==> config.mk <==
export PLATFORM = sky130hd
export DESIGN_NAME = bsg_relay_fifo_param
export DESIGN_NICKNAME = d
export VERILOG_FILES = /design/src/rtl/bsg_relay_fifo_pkg.sv /design/src/rtl/bsg_relay_fifo_mem.sv /design/src/rtl/bsg_relay_fifo_param.sv
export SDC_FILE = /design/constraint.sdc
export NUM_CORES = 1
export LEC_CHECK = 0
export ABC_CLOCK_PERIOD_IN_PS = 4200
export CAP_MARGIN = 20
export CORE_UTILIZATION = 30
export DETAILED_ROUTE_END_ITERATION = 6
export GPL_ROUTABILITY_DRIVEN = 0
export SYNTH_ARGS = -nofsm -noshare
export SYNTH_HDL_FRONTEND = slang
export SYNTH_HIERARCHICAL = 1
export SYNTH_SLANG_ARGS = --single-unit
==> constraint.sdc <==
create_clock -name clk_i -period 4.2 [get_ports clk_i]
set_input_delay 0.42 -clock clk_i [delete_from_list [all_inputs] [get_ports clk_i]]
set_output_delay 0.42 -clock clk_i [all_outputs]
set_load 0.02 [all_outputs]
==> src/rtl/bsg_relay_fifo_pkg.sv <==
// Shared sizing helpers and default parameters for the parametrised relay FIFO.
package bsg_relay_fifo_pkg;

  localparam int width_default       = 16;
  localparam int els_default         = 4;
  localparam int almost_full_default = 3;

  // Pointer width for an els-entry ring; never narrower than one bit.
  function automatic int ptr_width(input int els);
    return (els > 1) ? $clog2(els) : 1;
  endfunction

  // Occupancy counter must represent 0..els inclusive.
  function automatic int count_width(input int els);
    return $clog2(els + 1);
  endfunction

endpackage

==> src/rtl/bsg_relay_fifo_mem.sv <==
// 1r1w flop array: synchronous write, asynchronous read, storage is not reset.
module bsg_relay_fifo_mem
  import bsg_relay_fifo_pkg::*;
#(
  parameter int width_p = width_default,
  parameter int els_p   = els_default,
  parameter int addr_w  = ptr_width(els_default)
) (
  input  logic               clk_i,
  input  logic               w_v_i,
  input  logic [addr_w-1:0]  w_addr_i,
  input  logic [width_p-1:0] w_data_i,
  input  logic [addr_w-1:0]  r_addr_i,
  output logic [width_p-1:0] r_data_o
);

  logic [width_p-1:0] mem [els_p];

  // Write port: one entry per cycle when enabled.
  always_ff @(posedge clk_i) begin
    if (w_v_i) mem[w_addr_i] <= w_data_i;
  end

  assign r_data_o = mem[r_addr_i];

endmodule

==> src/rtl/bsg_relay_fifo_param.sv <==
// Parametrised relay FIFO: elastic ready/valid stage with occupancy count,
// almost-full flag and single-cycle synchronous flush.
module bsg_relay_fifo_param
  import bsg_relay_fifo_pkg::*;
#(
  parameter int width_p       = width_default,
  parameter int els_p         = els_default,
  parameter int almost_full_p = almost_full_default
) (
  input  logic                          clk_i,
  input  logic                          reset_n_i,
  input  logic                          flush_i,
  input  logic                          v_i,
  input  logic [width_p-1:0]            data_i,
  output logic                          ready_o,
  output logic                          v_o,
  output logic [width_p-1:0]            data_o,
  input  logic                          ready_i,
  output logic [count_width(els_p)-1:0] count_o,
  output logic                          almost_full_o
);

  localparam int ptr_w = ptr_width(els_p);
  localparam int cnt_w = count_width(els_p);

  localparam logic [ptr_w-1:0] ptr_one     = 1;
  localparam logic [cnt_w-1:0] cnt_one     = 1;
  localparam logic [cnt_w-1:0] cnt_last    = cnt_w'(els_p - 1);
  localparam logic [cnt_w-1:0] cnt_af      = cnt_w'(almost_full_p);

  logic [ptr_w-1:0] head, tail, rd_sel, head_next;
  logic [cnt_w-1:0] count;
  logic             full, empty;
  logic             enq, deq;

  assign ready_o = ~full;
  assign v_o     = ~empty;
  assign enq     = v_i & ready_o;
  assign deq     = v_o & ready_i;

  assign head_next = deq ? head + ptr_one : head;

  // Pointer, count and flag state; reset beats flush, flush beats any handshake.
  always_ff @(posedge clk_i) begin
    if (!reset_n_i || flush_i) begin
      head   <= '0;
      tail   <= '0;
      rd_sel <= '0;
      count  <= '0;
      full   <= 1'b0;
      empty  <= 1'b1;
    end else begin
      head   <= head_next;
      rd_sel <= head_next;
      if (enq) tail <= tail + ptr_one;
      case ({enq, deq})
        2'b10:   count <= count + cnt_one;
        2'b01:   count <= count - cnt_one;
        default: count <= count;
      endcase
      full  <= ((count == cnt_last) & enq & ~deq) | (full & ~deq);
      empty <= ((count == cnt_one) & deq & ~enq) | (empty & ~enq);
    end
  end

  // Writes in a flush or reset cycle are discarded along with the pointers.
  bsg_relay_fifo_mem #(
    .width_p (width_p),
    .els_p   (els_p),
    .addr_w  (ptr_w)
  ) mem (
    .clk_i    (clk_i),
    .w_v_i    (enq & reset_n_i & ~flush_i),
    .w_addr_i (tail),
    .w_data_i (data_i),
    .r_addr_i (rd_sel),
    .r_data_o (data_o)
  );

  assign count_o       = count;
  assign almost_full_o = (count >= cnt_af);

`ifndef SYNTHESIS
  // Consistency between occupancy and the handshake flags, plus a depth sanity check.
  always @(posedge clk_i) begin
    if (reset_n_i) begin
      assert ((els_p & (els_p - 1)) == 0) else $error("els_p must be a power of two");
      assert ((count == '0) == empty) else $error("count/empty disagree");
      assert ((count == cnt_w'(els_p)) == full) else $error("count/full disagree");
      assert (rd_sel == head) else $error("read select diverged from head");
    end
  end
`endif

endmodule

==> flow_summary_export.csv <==
group,metric,value,unit
cts,post_cts_hold_buffer_count,0,
cts,cts_max_level,3,
routing,vias_per_cell,4.37,
cts,cts_resized,0,
synthesis,synth.top_cells.by_area,"sky130_fd_sc_hd__edfxtp_1, sky130_fd_sc_hd__mux4_2, sky130_fd_sc_hd__dfxtp_1",
pwr,powerDensity,407,nW/um^2
place,post-dp-hpwl,3110,um
cts,postCtsSetupBuffers,0,
worst_setup_path,cp_slowest_cell,"sky130_fd_sc_hd__dfxtp_1",
global_route,grt_remaining_overflow,0,
routing,wirelength,4910,um
global_route,grt_pass1_wl,7850,um
cts,clock_sinks,73,
synthesis,synth_top_area_cell,"sky130_fd_sc_hd__edfxtp_1",
sta,timing.max_slew.rel_slack,0.380,
routing,drt_first_iter_violations,44,
floorplan,dieWidth,99.7,um
floorplan,initial_core_util,0.310,
worst_setup_path,critical_path.cell_chain,"buf_4 > mux4_1 > clkdlybuf4s50_1",
synthesis,syn-mean-instance-area,20.4,um^2
sta,finalClockSkew,6.21,ps
global_route,grt_max_degree,18,
cts,clk_latency,340,ps
synthesis,synth_cell_type_count,28,
global_route,grt.total_usage,0.113,
worst_setup_path,slowest_delay,680,ps
routing,route.detailed.wl_per_inst,15.2,um
floorplan,number_of_rows_in_the_core_area,35,
flow_run,max_cap_violations,0,
worst_setup_path,cp_data_arrival_time,2480,ps
floorplan,floorplan.die.height,99.7,um
worst_setup_path,critical_path_startpoint_category,"register",
sta,max_freq,345,MHz
synthesis,synth.net_count,166,
cts,tritoncts,"built",
global_route,vias_in_the_first_global_route,1461,
layout,instances_no_fill,324,
pwr,static-leakage-power,1.18,nW
sta,finalWorstPathRequiredPeriod,2900,ps
synthesis,synth.top_cell.area_share,0.672,
place,io_buffers,42,
synthesis,yosys_register_bits,73,
place,dpl_cell_area,3410,um^2
sta,min_period_over_period,0.689,
pwr,peakVddDrop,0.000141,V
routing,route.detailed.drc,0,
layout,fin_nets,216,
cts,cts.clk_slew.worst_paths,80,ps
sta,rsz0062_at_grt,"false",
worst_setup_path,timing.critical_path.to_type,"primary output",
outcome,status,"finished, final reports clean",
synthesis,postSynthCellCount,140,
sta,finalSetupViolations,0,
synthesis,synth_warnings,6,
worst_setup_path,required,3780,ps
place,dp.cells,308,
layout,final_layout_size_suffix_gt1_frac,0.164,
layout,stdcell_area,3630,um^2
worst_setup_path,highest_fanout_seen_on_the_critical_path,10,
layout,most-common-layout-cells,"sky130_fd_sc_hd__edfxtp_1, sky130_fd_sc_hd__clkdlybuf4s50_1, sky130_fd_sc_hd__mux4_2",
worst_hold_path,worst_min_delay_path_category,"register to register",
floorplan,io_pins,43,
synthesis,synthesis.area,2860,um^2
layout,count_of_filler_cells_inserted_in_the_layout,842,
place,place_ws,1560,ps
synthesis,synth_seq_area_share,0.735,
cts,cts_made_buffers,9,
layout,area_growth,26.8,%
sta,timing_max_transition_violations_final,0,
layout,most_frequent_standard_cell_in_the_layout_excluding_fill_and_tap_cells,"sky130_fd_sc_hd__edfxtp_1",
worst_setup_path,crit_type,"register to primary output",
layout,finalCoreUtilization,0.393,
floorplan,core-area,9240,um^2
layout,num_antenna_cells,0,
routing,route.vias.total,1417,
routing,ant_nets,0,
floorplan,design.die.area,9930,um^2
sta,hold_vio_cnt_final,0,
sta,final.hold.worst_slack,557,ps
sta,postLayoutSetupSlackWorst,1300,ps
pwr,design_power_total,1.48,mW
sta,setup-tns-final,0,ps
global_route,antenna_found_initial,0,
routing,firstDrtPassIters,4,
sta,worstMarginPinSlew,931,ps
cts,cts-root-buf,"sky130_fd_sc_hd__clkbuf_8",
cts,ctsLongestPathBuffers,2,
kinds of logic after synthesis:
group	synth area share
buf+inv	0.0249
flops	0.735
simple gates	0.0485
mux	0.134
fa+ha+maj	0.0219
compound gates	0.0179
xor+xnor	0.0184
where the power goes:
part / switching [mW] / internal, mW / leakage (nW)
Combinational: 0.0378 / 0.0430 / 0.420
Sequential: 0.00493 / 0.797 / 0.651
Clock: 0.261 / 0.334 / 0.107
per-layer routing:
| layer | wire length (um) | vias up | global-route usage |
|---|---|---|---|
| met5 | 0 | - | 0 |
| li1 | - | 658 | - |
| met2 | 2460 | 30 | 0.176 |
| met3 | 156 | 8 | 0.0274 |
| met1 | 2200 | 721 | 0.140 |
| met4 | 104 | 0 | 0.0747 |
path summary, 6_finish.rpt:
check / from / endpoint / slack, ps / cells after the start
setup reg to reg: full$_SDFF_PP0_ / mem/mem[3][1]$_DFFE_PP_ / 2350 / 3
hold reg to reg: full$_SDFF_PP0_ / full$_SDFF_PP0_ / 560 / 2
hold / removal: full$_SDFF_PP0_ / full$_SDFF_PP0_ / 560 / 2
setup / recovery: rd_sel[0]$_SDFFE_PP0P_ / data_o[0] / 1300 / 3
cell usage after synthesis (all sizes together):
cell type / count
edfxtp: 64
mux4: 16
dfxtp: 9
nor2: 9
buf: 5
ha: 5
inv: 5
xor2: 5
o21ai: 3
a21oi: 2
and3b: 2
nand2b: 2
nand3b: 2
nor2b: 2
nor3: 2
a211oi: 1
a21o: 1
a31oi: 1
and3: 1
nand2: 1
nor3b: 1
xnor2: 1
worst max-delay path, delay by kind of cell, from the launching register on:
family | cells | cell delay, ps
buffers and inverters | 2 | 870
flip-flops | 1 | 680
multiplexers | 1 | 580
flip-flops by register name, indices dropped and copies added (netlist names):
signal and count:
mem/mem 64, tail 2, rd_sel 2, count_o 3
full 1, empty 1
area by class of cell:
class,count,area (um^2),share of cell area
sequential,73,2100,0.579
multi-input combinational,57,693,0.191
timing repair buffer,44,435,0.120
tap,129,161,0.0445
clock buffer,9,124,0.0341
clock inverter,7,93.8,0.0259
inverter,5,18.8,0.00517
Note: power is estimated with default switching activity, not from simulation.
